File: src/rtl/core_pkg.sv
// ---------------------------------------------------------------------------
// core_pkg
// Shared types and defaults for the memory port arbiter.
//   arb_state_e  : arbiter FSM states (IDLE -> ISSUE -> RESP -> IDLE)
//   owner_e      : which requester owns the outstanding transaction
//   mem_txn_t    : fields latched at grant time and replayed to memory
//   DEF_TIMEOUT / DEF_STARVE_MAX : default parameter values
//   starveNext() : saturating increment for the fetch starvation counter
// ---------------------------------------------------------------------------
package core_pkg;

    localparam int unsigned DEF_TIMEOUT    = 16;
    localparam int unsigned DEF_STARVE_MAX = 4;

    // Instruction fetches always read the whole word.
    localparam logic [3:0]  FETCH_MASK     = 4'hF;

    typedef enum logic [1:0] {
        ST_IDLE  = 2'd0,
        ST_ISSUE = 2'd1,
        ST_RESP  = 2'd2
    } arb_state_e;

    typedef enum logic {
        OWN_IF = 1'b0,
        OWN_D  = 1'b1
    } owner_e;

    typedef struct packed {
        owner_e      owner;
        logic [31:0] addr;
        logic        wen;
        logic [31:0] wdata;
        logic [3:0]  mask;
    } mem_txn_t;

    // Increment that sticks at maxVal, so a long data burst cannot wrap the
    // counter back below the forcing threshold.
    function automatic logic [2:0] starveNext(input logic [2:0] cnt,
                                              input logic [2:0] maxVal);
        logic [2:0] result;
        if (cnt >= maxVal) begin
            result = maxVal;
        end else begin
            result = cnt + 3'd1;
        end
        return result;
    endfunction

endpackage

File: src/rtl/wdog_cnt.sv
// ---------------------------------------------------------------------------
// wdog_cnt
// Watchdog counter for the outstanding memory transaction.
//   clk_i   : clock
//   rst_ni  : asynchronous active-low reset
//   clr_i   : synchronous clear (has priority over enable)
//   en_i    : count this cycle
//   tc_o    : terminal-count pulse, high while enabled and count == TERMINAL
// ---------------------------------------------------------------------------
module wdog_cnt #(
    parameter int unsigned TERMINAL = 15,
    parameter int unsigned WIDTH    = 5
) (
    input  logic clk_i,
    input  logic rst_ni,
    input  logic clr_i,
    input  logic en_i,
    output logic tc_o
);

    logic [WIDTH-1:0] count_q;
    logic [WIDTH-1:0] count_d;

    // Clear wins so the count is zero in the first cycle after a grant even
    // though the enable is also asserted from that cycle on.
    always_comb begin
        count_d = count_q;
        if (clr_i) begin
            count_d = '0;
        end else if (en_i) begin
            count_d = count_q + WIDTH'(1);
        end
    end

    // Count register.
    always_ff @(posedge clk_i or negedge rst_ni) begin
        if (!rst_ni) begin
            count_q <= '0;
        end else begin
            count_q <= count_d;
        end
    end

    // The terminal value is decoded combinationally so the owner sees the
    // error in the very cycle the limit is reached.
    assign tc_o = en_i & (count_q == WIDTH'(TERMINAL));

endmodule

File: src/rtl/mem_port_arb.sv
// ---------------------------------------------------------------------------
// mem_port_arb
// Arbitrates an instruction-fetch port and a load/store port onto a single
// memory port with one outstanding transaction.
//   i_clk, i_rst_n               : clock, asynchronous active-low reset
//   i_if_req/i_if_addr           : fetch request (held until o_if_vld)
//   o_if_rdata/o_if_vld          : fetch data and one-cycle done pulse
//   i_d_req/i_d_wen/i_d_addr/
//   i_d_wdata/i_d_mask           : data request (held until o_d_vld)
//   o_d_rdata/o_d_vld            : load data and one-cycle done pulse
//   o_mem_req/addr/wen/wdata/mask: memory request, held until i_mem_ready
//   i_mem_ready                  : memory accepts the request
//   i_mem_rvld/i_mem_rdata       : memory response
//   o_stall                      : core stall while any request is pending
//   o_err/o_err_src              : timeout pulse and owner at timeout
// ---------------------------------------------------------------------------
module mem_port_arb
    import core_pkg::*;
#(
    parameter int unsigned TIMEOUT    = DEF_TIMEOUT,
    parameter int unsigned STARVE_MAX = DEF_STARVE_MAX
) (
    input  logic        i_clk,
    input  logic        i_rst_n,
    input  logic        i_if_req,
    input  logic [31:0] i_if_addr,
    output logic [31:0] o_if_rdata,
    output logic        o_if_vld,
    input  logic        i_d_req,
    input  logic        i_d_wen,
    input  logic [31:0] i_d_addr,
    input  logic [31:0] i_d_wdata,
    input  logic [3:0]  i_d_mask,
    output logic [31:0] o_d_rdata,
    output logic        o_d_vld,
    output logic        o_mem_req,
    output logic [31:0] o_mem_addr,
    output logic        o_mem_wen,
    output logic [31:0] o_mem_wdata,
    output logic [3:0]  o_mem_mask,
    input  logic        i_mem_ready,
    input  logic        i_mem_rvld,
    input  logic [31:0] i_mem_rdata,
    output logic        o_stall,
    output logic        o_err,
    output logic        o_err_src
);

    localparam int unsigned WDOG_W     = $clog2(TIMEOUT + 1);
    localparam logic [2:0]  STARVE_LIM = 3'(STARVE_MAX);

    arb_state_e  state_q;
    arb_state_e  state_d;
    mem_txn_t    txn_q;
    mem_txn_t    txn_d;
    logic [2:0]  starveCnt_q;
    logic [2:0]  starveCnt_d;
    logic [31:0] ifRdata_q;
    logic [31:0] ifRdata_d;
    logic [31:0] dRdata_q;
    logic [31:0] dRdata_d;

    logic        anyReq;
    logic        fetchWins;
    logic        grant;
    logic        respDone;
    logic        wdogEn;
    logic        wdogTc;
    logic        timeoutHit;
    logic        memReq;
    logic        ifVld;
    logic        dVld;
    logic        errPulse;

    assign anyReq    = i_if_req | i_d_req;

    // Data normally has priority; fetch takes the grant when it is the only
    // requester or once it has lost STARVE_MAX arbitrations in a row.
    assign fetchWins = i_if_req & (~i_d_req | (starveCnt_q == STARVE_LIM));

    assign grant     = (state_q == ST_IDLE) & anyReq;

    // A response only counts while waiting for it; a response in the accept
    // cycle or after a reset-aborted transaction is dropped.
    assign respDone  = (state_q == ST_RESP) & i_mem_rvld;

    assign wdogEn    = (state_q == ST_ISSUE) | (state_q == ST_RESP);

    wdog_cnt #(
        .TERMINAL (TIMEOUT - 1),
        .WIDTH    (WDOG_W)
    ) u_wdog (
        .clk_i  (i_clk),
        .rst_ni (i_rst_n),
        .clr_i  (grant),
        .en_i   (wdogEn),
        .tc_o   (wdogTc)
    );

    // A response arriving in the terminal cycle still completes normally.
    assign timeoutHit = wdogTc & ~respDone;

    // Next-state, grant latching and per-cycle pulses.
    always_comb begin
        state_d     = state_q;
        txn_d       = txn_q;
        starveCnt_d = starveCnt_q;
        memReq      = 1'b0;
        ifVld       = 1'b0;
        dVld        = 1'b0;
        errPulse    = 1'b0;

        case (state_q)
            ST_IDLE: begin
                if (anyReq) begin
                    state_d = ST_ISSUE;
                    if (fetchWins) begin
                        txn_d.owner = OWN_IF;
                        txn_d.addr  = i_if_addr;
                        txn_d.wen   = 1'b0;
                        txn_d.wdata = 32'h0;
                        txn_d.mask  = FETCH_MASK;
                        starveCnt_d = 3'd0;
                    end else begin
                        txn_d.owner = OWN_D;
                        txn_d.addr  = i_d_addr;
                        txn_d.wen   = i_d_wen;
                        txn_d.wdata = i_d_wdata;
                        txn_d.mask  = i_d_mask;
                        if (i_if_req) begin
                            starveCnt_d = starveNext(starveCnt_q, STARVE_LIM);
                        end
                    end
                end
            end

            ST_ISSUE: begin
                memReq = 1'b1;
                if (timeoutHit) begin
                    errPulse = 1'b1;
                    state_d  = ST_IDLE;
                end else if (i_mem_ready) begin
                    state_d = ST_RESP;
                end
            end

            ST_RESP: begin
                if (respDone) begin
                    ifVld   = (txn_q.owner == OWN_IF);
                    dVld    = (txn_q.owner == OWN_D);
                    state_d = ST_IDLE;
                end else if (timeoutHit) begin
                    errPulse = 1'b1;
                    state_d  = ST_IDLE;
                end
            end

            default: begin
                state_d = ST_IDLE;
            end
        endcase
    end

    // Read data is passed straight through in the done cycle and captured so
    // each port keeps showing its last delivered word afterwards.
    always_comb begin
        ifRdata_d = ifRdata_q;
        dRdata_d  = dRdata_q;
        if (ifVld) begin
            ifRdata_d = i_mem_rdata;
        end
        if (dVld) begin
            dRdata_d = i_mem_rdata;
        end
    end

    // State, latched transaction, starvation counter and read-data holding
    // registers; reset aborts whatever was in flight.
    always_ff @(posedge i_clk or negedge i_rst_n) begin
        if (!i_rst_n) begin
            state_q     <= ST_IDLE;
            txn_q       <= '0;
            starveCnt_q <= 3'd0;
            ifRdata_q   <= 32'h0;
            dRdata_q    <= 32'h0;
        end else begin
            state_q     <= state_d;
            txn_q       <= txn_d;
            starveCnt_q <= starveCnt_d;
            ifRdata_q   <= ifRdata_d;
            dRdata_q    <= dRdata_d;
        end
    end

    assign o_mem_req   = memReq;
    assign o_mem_addr  = txn_q.addr;
    assign o_mem_wen   = txn_q.wen;
    assign o_mem_wdata = txn_q.wdata;
    assign o_mem_mask  = txn_q.mask;

    assign o_if_vld    = ifVld;
    assign o_d_vld     = dVld;
    assign o_if_rdata  = ifVld ? i_mem_rdata : ifRdata_q;
    assign o_d_rdata   = dVld  ? i_mem_rdata : dRdata_q;

    assign o_err       = errPulse;
    assign o_err_src   = txn_q.owner;

    // The stall drops in the done cycle itself so the core can advance on
    // the same edge that delivers its data.
    assign o_stall     = (i_if_req & ~ifVld) | (i_d_req & ~dVld);

endmodule

File: config.mk
export PLATFORM = sky130hd
export DESIGN_NAME = mem_port_arb
export DESIGN_NICKNAME = d
export VERILOG_FILES = /design/src/rtl/core_pkg.sv /design/src/rtl/wdog_cnt.sv /design/src/rtl/mem_port_arb.sv
export SDC_FILE = /design/constraint.sdc
export NUM_CORES = 1
export LEC_CHECK = 0
export CORE_MARGIN = 1
export CORE_UTILIZATION = 43
export CTS_BUF_LIST = sky130_fd_sc_hd__clkbuf_8
export DETAILED_ROUTE_END_ITERATION = 10
export PLACE_DENSITY = 0.82
export SETUP_SLACK_MARGIN = 0.3
export SLEW_MARGIN = 20
export SYNTH_ARGS = -nofsm -noshare
export SYNTH_HDL_FRONTEND = slang
export SYNTH_HIERARCHICAL = 1
export SYNTH_SLANG_ARGS = --single-unit
File: constraint.sdc
create_clock -name i_clk -period 2.92 [get_ports i_clk]
set_clock_uncertainty 0.2 [all_clocks]
set_input_delay 0.292 -clock i_clk [delete_from_list [all_inputs] [get_ports i_clk]]
set_output_delay 0.292 -clock i_clk [all_outputs]
set_load 0.005 [all_outputs]
Yosys cells after proc, flatten, opt, wreduce, memory -nomap -nowiden

Index checks and enable logic that the tools add are counted.

Flip-flop bits (word level): 144
Latch bits: 0
Bits in writable memories: 0
Memory bits (read-only): 0
Input port bits: 139
Output and inout bits: 139
Word-level logic and storage cells: 64
Memories kept: 0

Add/sub/neg operators: 2
Multiply operators: 0
Div/mod/pow operators: 0
Order comparisons: 1
Equality and inequality tests: 7
Shift operators: 0
Multiplexer cells: 22
Bitwise logic cells: 16
Reduce and logical (&&, ||, !) cells: 6

Operators with widths:

| kind                                                     | count |
|---|---|
| two-way mux 70 bit                                       | 1 |
| two-way mux 32 bit                                       | 2 |
| two-way mux 2 bit                                        | 5 |
| two-way mux 5 bit                                        | 2 |
| two-way mux 3 bit                                        | 3 |
| AND 1 bit                                                | 7 |
| two-way mux 1 bit                                        | 7 |
| != test 3 bit, second input constant                     | 2 |
| case mux 2 bit (3 select lines)                          | 1 |
| AND reduction 3 bit                                      | 2 |
| adder 5 x 1 -> 5 bit, second input constant              | 1 |
| == test 5 x 4 -> 1 bit, second input constant            | 1 |
| inverter 1 bit                                           | 5 |
| OR 1 bit                                                 | 4 |
| nonzero test 2 bit                                       | 2 |
| adder 3 x 1 -> 3 bit, second input constant              | 1 |
| == test 3 bit, second input constant                     | 1 |
| greater-or-equal comparator 3 bit, second input constant | 1 |
| == test 2 x 1 -> 1 bit, second input constant            | 1 |
| == test 2 bit, second input constant                     | 1 |
| logical NOT 2 bit                                        | 1 |
| != test 2 bit, second input constant                     | 1 |
| case mux 1 bit (2 select lines)                          | 1 |
| AND reduction 2 bit                                      | 1 |

Logic depth before layout (Yosys ltp)

Gate-level depths: netlist of run 1.

Word-level depth: 7
Gate-level depth with buffers: 8
Gate-level depth less buffers: 7

Hierarchy

The synthesis of run 1 kept the hierarchy.

Modules (own cells, without submodules):

| module       | times used | cells an instance | area an instance (um^2) | sequential area each (um^2) |
|---|---|---|---|---|
| mem_port_arb | 1          | 525               | 5974.5                  | 3478.3 |
| wdog_cnt     | 1          | 24                | 285.3                   | 125.1 |

Worst setup path before layout of run 1

No wires, ideal clock.

Path type: register to register
Start: register state_q[0]
End: register u_wdog.count_q[3]
Setup time: 0.125 ns
Data arrival time: 1.764 ns
Required time: 2.595 ns
Setup slack: 0.831 ns
Cell stages (with the launch flop): 9
Buffers on the path: 2
Clock period less this slack: 2.089 ns
Cell sequence: dfrtp_1 > inv_1 > ha_1 > buf_2 > o21ai_2 > inv_2 > clkbuf_1 > and2b_1 > mux2_4

Cells in the longest elaborated chain, start to end: 3
Elaborated cells on any way between the ends: 7
Classes of those cells: eq/ne (2); mux (1); bitwise (2); reduce/logical (2)

RTL lines:

| item                                                           | RTL line            | source |
|---|---|---|
| start, declared                                                | mem_port_arb.sv:52  | `arb_state_e state_q;` |
| start signal, assigned                                         | mem_port_arb.sv:187 | `state_q <= state_d;` |
| logical NOT 2 bit *                                            | mem_port_arb.sv:81  | `assign grant = (state_q == ST_IDLE) & anyReq;` |
| AND 1 bit *                                                    | mem_port_arb.sv:81  |  |
| net grant                                                      | mem_port_arb.sv:65  | `logic grant;` |
| two-way mux 5 bit / nonzero test 2 bit (equally long branches) | -                   |  |
| end signal, assigned                                           | wdog_cnt.sv:40      | `count_q <= count_d;` |
| end, declared                                                  | wdog_cnt.sv:21      | `logic [WIDTH-1:0] count_q;` |

The timed path passes the listed nets; every way through them passes the cells marked *.
A chain may end at the register's enable or synchronous reset.

Final worst setup path of run 1

Start: register state_q[1]
End: output port o_if_rdata[6]

Cells in the longest elaborated chain, start to end: 5

RTL lines:

| item                 | RTL line                                | source |
|---|---|---|
| == test 2 bit *      | mem_port_arb.sv:85, mem_port_arb.sv:113 |  |
| AND 1 bit            | mem_port_arb.sv:85                      | `assign respDone = (state_q == ST_RESP) & i_mem_rvld;` |
| two-way mux 1 bit    | mem_port_arb.sv:148                     | `if (respDone) begin` |
| two-way mux 1 bit *  | mem_port_arb.sv:113                     | `case (state_q)` |
| two-way mux 32 bit * | -                                       |  |
| end, declared        | mem_port_arb.sv:27                      | `output logic [31:0] o_if_rdata,` |

Mark *: on every way between the ends. The rest lies on a longest branch, timed or not.

==> results_dict.tcl, run 1 <==
set metrics [dict create \
    status "finished, final reports clean" \
    grt_util_all_layers 0.2500 \
    yosysTopAreaCell "dfrtp_1" \
    setup.worst_path.end_class "output port" \
    r2r_cells 7 \
    tritoncts "yes" \
    synthFlopType "dfrtp_1" \
    synthTopCellsByArea "dfrtp_1 58%, mux2_2 12%, nand2_1 8.1%, o211ai_2 5.2%, nand4_1 3.2%" \
    io_pins 278 \
    place.gp.congestion 0.7825 \
    pwr_density_cell_nw_per_um2 973.3 \
    fin_area_um2 9833 \
    reg2reg_to "starveCnt_q[0]" \
    crit_arrival_ns 2.16 \
    critPathKind "register to output port" \
    grt_max_degree 75 \
    yosysWarnings 6 \
    fill_cells 1011 \
    rsz0062_at_grt "yes" \
    ir_drop_uv 450.3 \
    cp.required_ns 2.43 \
    finalHoldViolations 0 \
    grt_pass1_vias 5649 \
    drive_gt1_frac 0.2238 \
    slew_headroom 0.4264 \
    placed_cell_area_um2 9174 \
    die_y_um 122.7 \
    htree_num_levels 4 \
    die_x_um 122.7 \
    ant_nets 0 \
    dp.final_hpwl_um 13020 \
    grt_pass1_wl_um 28490 \
    viasPerCell 5.304 \
    ys_ff_latch 144 \
    rows 43 \
    regToRegSetupSlack_ns 0.62 \
    wl_per_cell_um 18.95 \
    drv_slew 0 \
    drc 0 \
    endpoint "o_if_rdata[6]" \
    avgSynthCellArea_um2 11.40 \
    synthArstFlopShare 1.000 \
    synth_edf_count 0 \
    n_antenna_cell 0 \
    cts_inserted_buffers 17 \
    syn-cell-area_um2 6260 \
    fin_nets 983 \
    setup_violations 0 \
    synth_nets 695 \
    critPathLaunchType "register" \
    r2r-start "state_q[1]" \
    worstHoldPathType "primary input to register" \
    finalCriticalPeriod_ns 2.648 \
    synth_commonest_cells "144 x dfrtp_1, 135 x nand2_1, 66 x mux2_2" \
    antenna_found_initial 0 \
    vias 5458 \
    core_um2 14040 \
    dr.first_iter.drc_count 339 \
    clkSlewWorstSetupHoldPaths_ns 0.09 \
    clockBufferDepth 2 \
    yosysSeqAreaShare 0.5757 \
    drv_cap 0 \
    dieArea_um2 15040 \
    period_share 0.9070 \
    firstDrtPassIters 7 \
    clock-sinks 144 \
    clockRootBuffer "clkbuf_8" \
    syn-instance-count 549 \
    gr-total-overflow 0 \
    fin_setup_tns_ns 0 \
    worstSetupStartpoint "state_q[1]" \
    synth_top_area_share 0.5757 \
    clk_latency_ns 0.44 \
    initial_core_util 0.4458 \
    finalWirelength_um 19500 \
    tightest_slew_ns 0.8604 \
    synth_cell_types 36 \
    io_buffers 277 \
    leakagePower_nw 4.599 \
    area_growth_pct 57.09 \
    fmax_ghz 0.3776 \
    yosysMostFrequentCell "dfrtp_1" \
    cp_max_fo 7 \
]
repair_timing:
item / CTS / global route
hold buffers: 1 / 0
pin swaps: 0 / 1
resized for setup: 63 / 74
setup buffers: 12 / 3
gates cloned: 3 / 2
hold endpoints to repair: 72 / 0
setup endpoints to repair: 68 / 52
sequential cells by signal (all words and copies together), names as in the netlist, 2 cells and up:
register	count
dRdata_q	32
state_q	2
u_wdog/count_q	5
starveCnt_q	3
o_mem_mask	4
o_mem_wdata	32
o_mem_addr	32
ifRdata_q	32
per-layer routing:
metal / part of all wire / wire length (um) / up-vias / GRT usage
li1: - / - / 2462 / -
met1: 0.38 / 7322 / 2690 / 0.2678
met2: 0.51 / 9893 / 270 / 0.4466
met3: 0.088 / 1713 / 36 / 0.08318
met4: 0.029 / 572 / 0 / 0.1067
met5: 0 / 0 / - / 0
cell usage in the layout, fill, tap and decap left out, drive strengths merged, types with 4 or more instances in the layout:
| master | instances |
|---|---|
| a21oi | 6 |
| buf | 29 |
| bufinv | 4 |
| clkbuf | 44 |
| clkdlybuf4s50 | 208 |
| dfrtp | 144 |
| dlygate4sd2 | 28 |
| dlymetal6s2s | 16 |
| ha | 7 |
| inv | 13 |
| mux2 | 67 |
| nand2 | 135 |
| nand4 | 33 |
| nor2 | 16 |
| nor3b | 4 |
| o211ai | 32 |
| o21ai | 35 |
layout make-up:
class / instances / area (um^2) / area share
flip-flops and latches: 144 / 3605 / 0.3666
repair buffers: 309 / 3062 / 0.3114
clock buffers: 18 / 247.7 / 0.02519
well taps: 180 / 225.2 / 0.02290
inverters: 10 / 37.54 / 0.003817
clock inverters: 13 / 186.4 / 0.01896
multi-input cells: 355 / 2470 / 0.2512
cells by family after synthesis:
| group | synth area share |
|---|---|
| AO/OA/AOI/OAI | 0.1051 |
| XOR/XNOR | 0.001399 |
| adder cells (fa/ha/maj) | 0.01399 |
| buffers and inverters | 0.03998 |
| flip-flops | 0.5757 |
| multiplexers | 0.1243 |
| AND/OR/NAND/NOR | 0.1395 |
through the flow:
stage / utilization / hold WS (ns) / instances / power (W) / setup slack [ns]
after floorplan: - / -0.2036 / 549 / 0.005272 / 0.8309
after global placement: 0.6533 / 0.1465 / 977 / 0.007727 / 0.4205
after detailed placement: 0.6533 / 0.1630 / 977 / 0.007932 / 0.3632
after CTS: 0.6962 / 0.1437 / 1024 / 0.009593 / 0.1805
after global routing: 0.7003 / 0.1702 / 1029 / 0.01015 / 0.1896
final: 0.7003 / 0.1715 / 1029 / 0.009570 / 0.2717
worst min-delay path by stage:
stage                       startpoint        endpoint  slack [ns]  cells past startpoint
after floorplan                i_rst_n     dRdata_q[0]       -0.20                      0
after CTS                 i_d_wdata[0]  o_mem_wdata[0]        0.14                      3
final                     i_d_wdata[0]  o_mem_wdata[0]        0.17                      3
after global routing      i_d_wdata[9]  o_mem_wdata[9]        0.17                      3
after detailed placement       i_rst_n   ifRdata_q[16]        0.16                      1
after global placement         i_rst_n   ifRdata_q[21]        0.15                      1
worst max-delay path, cell delays in order (launching register included):
cell,delay [ns]
dfrtp_1,0.43
ha_4,0.19
nand3b_1,0.18
buf_6,0.16
buf_16,0.13
mux2_2,0.34
dlygate4sd2_1,0.28
power by group:
part	internal (W)	switching (W)	total (W)	leakage, nW
logic	0.00247	0.00200	0.00447	2.61
clock network	0.000952	0.000785	0.00174	0.213
registers	0.00293	0.000436	0.00336	1.77
Power figures use the tool's default switching activity.
==> run 2: changes to the inputs <==
--- a/config.mk
+++ b/config.mk
@@ -9,7 +9,7 @@
 export CORE_UTILIZATION = 43
 export CTS_BUF_LIST = sky130_fd_sc_hd__clkbuf_8
 export DETAILED_ROUTE_END_ITERATION = 10
-export PLACE_DENSITY = 0.82
+export PLACE_DENSITY = 0.86
 export SETUP_SLACK_MARGIN = 0.3
 export SLEW_MARGIN = 20
 export SYNTH_ARGS = -nofsm -noshare
==> results_dict.tcl, run 2 (synthesized netlist as in run 1, its figures left out) <==
set metrics [dict create \
    power_w 0.009770 \
    cts_inserted_buffers 17 \
    clockBufferDepth 2 \
    leakagePower_nw 4.566 \
    grt_pass1_wl_um 29370 \
    p_comb_frac 0.474 \
    setup_violations 0 \
    switching_share 0.3394 \
    critPathKind "register to output port" \
    grt_util_all_layers 0.2611 \
    p_sw_w 0.003315 \
    htree_num_levels 4 \
    period_share 0.9147 \
    fin_setup_tns_ns 0 \
    drc 0 \
    finalWirelength_um 20290 \
    finalHoldViolations 0 \
    area_growth_pct 58.86 \
    setup.worst_path.end_class "output port" \
    worstSetupStartpoint "state_q[0]" \
    use_met1 0.2705 \
    pwr_density_cell_nw_per_um2 982.4 \
    status "finished, final reports clean" \
    dieArea_um2 15040 \
    viasPerCell 5.283 \
    clockRootBuffer "clkbuf_8" \
    firstDrtPassIters 4 \
    tightest_slew_ns 0.8504 \
    cp.required_ns 2.43 \
    initial_core_util 0.4458 \
    p_int_w 0.006454 \
    fin_cells 1041 \
    rows 43 \
    p_clk_frac 0.181 \
    vias 5500 \
    tritoncts "yes" \
    reg2reg_to "starveCnt_q[0]" \
    drv_slew 0 \
    wl_per_cell_um 19.49 \
    dr.first_iter.drc_count 222 \
    worstHoldPathType "primary input to register" \
    die_x_um 122.7 \
    drive_gt1_frac 0.2555 \
    drv_cap 0 \
    ir_drop_uv 550.1 \
    io_buffers 277 \
    grt_use_met2 0.4723 \
    endpoint "o_d_rdata[18]" \
    dp_cells 976 \
    place.gp.congestion 0.7622 \
    rsz0062_at_grt "yes" \
    fin_nets 994 \
    core_um2 14040 \
    dp.final_hpwl_um 13020 \
    met3_usage 0.09619 \
    final_common_cell "clkdlybuf4s50_1" \
    clock-sinks 144 \
    regToRegSetupSlack_ns 0.65 \
    seqPwrFrac 0.345 \
    r2r_cells 7 \
    io_pins 278 \
    antenna_found_initial 0 \
    crit_arrival_ns 2.18 \
    grt_max_degree 81 \
    mostFrequentLayoutCells "209 x clkdlybuf4s50_1, 144 x dfrtp_1, 135 x nand2_1, 55 x mux2_2, 35 x clkbuf_2" \
    clk_latency_ns 0.45 \
    cp_max_fo 7 \
    fmax_ghz 0.3744 \
    top_usage_layer "met2" \
    die_y_um 122.7 \
    slew_headroom 0.4330 \
    n_antenna_cell 0 \
    critPathLaunchType "register" \
    grt_pass1_vias 5718 \
    r2r-start "state_q[1]" \
    ant_nets 0 \
    finalCriticalPeriod_ns 2.671 \
    gr-total-overflow 0 \
    clkSlewWorstSetupHoldPaths_ns 0.08 \
]
[run 2: changes by cell type in the layout (fill, tap and decap cells not counted), moves of 2 or more]
cell	change
clkbuf_2	+11
buf_16	+2
dlygate4sd2_1	-7
dlymetal6s2s_1	-12
buf_4	+3
mux2_4	+6
mux2_2	-6
buf_6	+10
buf_12	+2
clkinv_2	+2
[run 2: power groups by stage]
stage	Combinational (W)	Sequential (W)	Clock, W
3_5_place_dp	0.00459	0.00338	0
4_1_cts	0.00450	0.00335	0.00179
5_1_grt	0.00500	0.00346	0.00189
2_1_floorplan	0.00195	0.00332	0
3_3_place_gp	0.00440	0.00331	0
6_report	0.00463	0.00337	0.00177
[run 2: final cells by class]
cell class	count	area [um^2]
inverters	10	37.54
clock buffers	19	261.5
repair buffers	320	3138
multi-input cells	355	2495
flip-flops and latches	144	3603
well taps	180	225.2
fillers	976	4098
clock inverters	13	183.9
[run 2: worst min-delay path by stage]
| stage | to | cells past startpoint | startpoint | slack, ns |
|---|---|---|---|---|
| floorplan | dRdata_q[0] | 0 | i_rst_n | -0.20 |
| global placement | o_mem_wdata[8] | 1 | i_rst_n | 0.17 |
| detailed placement | o_mem_wdata[8] | 1 | i_rst_n | 0.18 |
| CTS | o_mem_wdata[8] | 3 | i_d_wdata[8] | 0.16 |
| global route | o_mem_wdata[10] | 3 | i_d_wdata[10] | 0.16 |
| finish | o_mem_wdata[8] | 3 | i_d_wdata[8] | 0.18 |
[run 2: per-layer routing]
layer  wire length [um]  vias up
li1                   -     2492
met1               7141     2687
met2              10670      271
met3               1821       50
met4                658        0
met5                  0        -
[run 2: worst max-delay path, cell delays in order (launching register included)]
cell	delay, ns
dfrtp_1	0.40
inv_2	0.09
ha_4	0.16
nand3_4	0.11
buf_6	0.15
buf_4	0.14
buf_16	0.14
mux2_2	0.28
dlygate4sd2_1	0.27
[run 2: stage by stage]
step	utilization	cell area (um^2)	worst slack [ns]	hold WS, ns
5_1_grt	0.7082	9945	0.1560	0.1563
4_1_cts	0.7028	9868	0.1641	0.1568
3_5_place_dp	0.6540	9184	0.3647	0.1793
2_1_floorplan	-	6260	0.8309	-0.2036
3_3_place_gp	0.6540	9184	0.4010	0.1695
6_report	0.7082	9945	0.2492	0.1758
[run 2: repair_timing]
| action | in CTS | in global routing |
|---|---|---|
| resized for setup | 76 | 117 |
| hold endpoints to repair | 78 | 0 |
| gates cloned | 4 | 2 |
| pin swaps | 2 | 0 |
| hold buffers | 1 | 0 |
| buffers inserted | 19 | 7 |
| setup endpoints to repair | 68 | 58 |
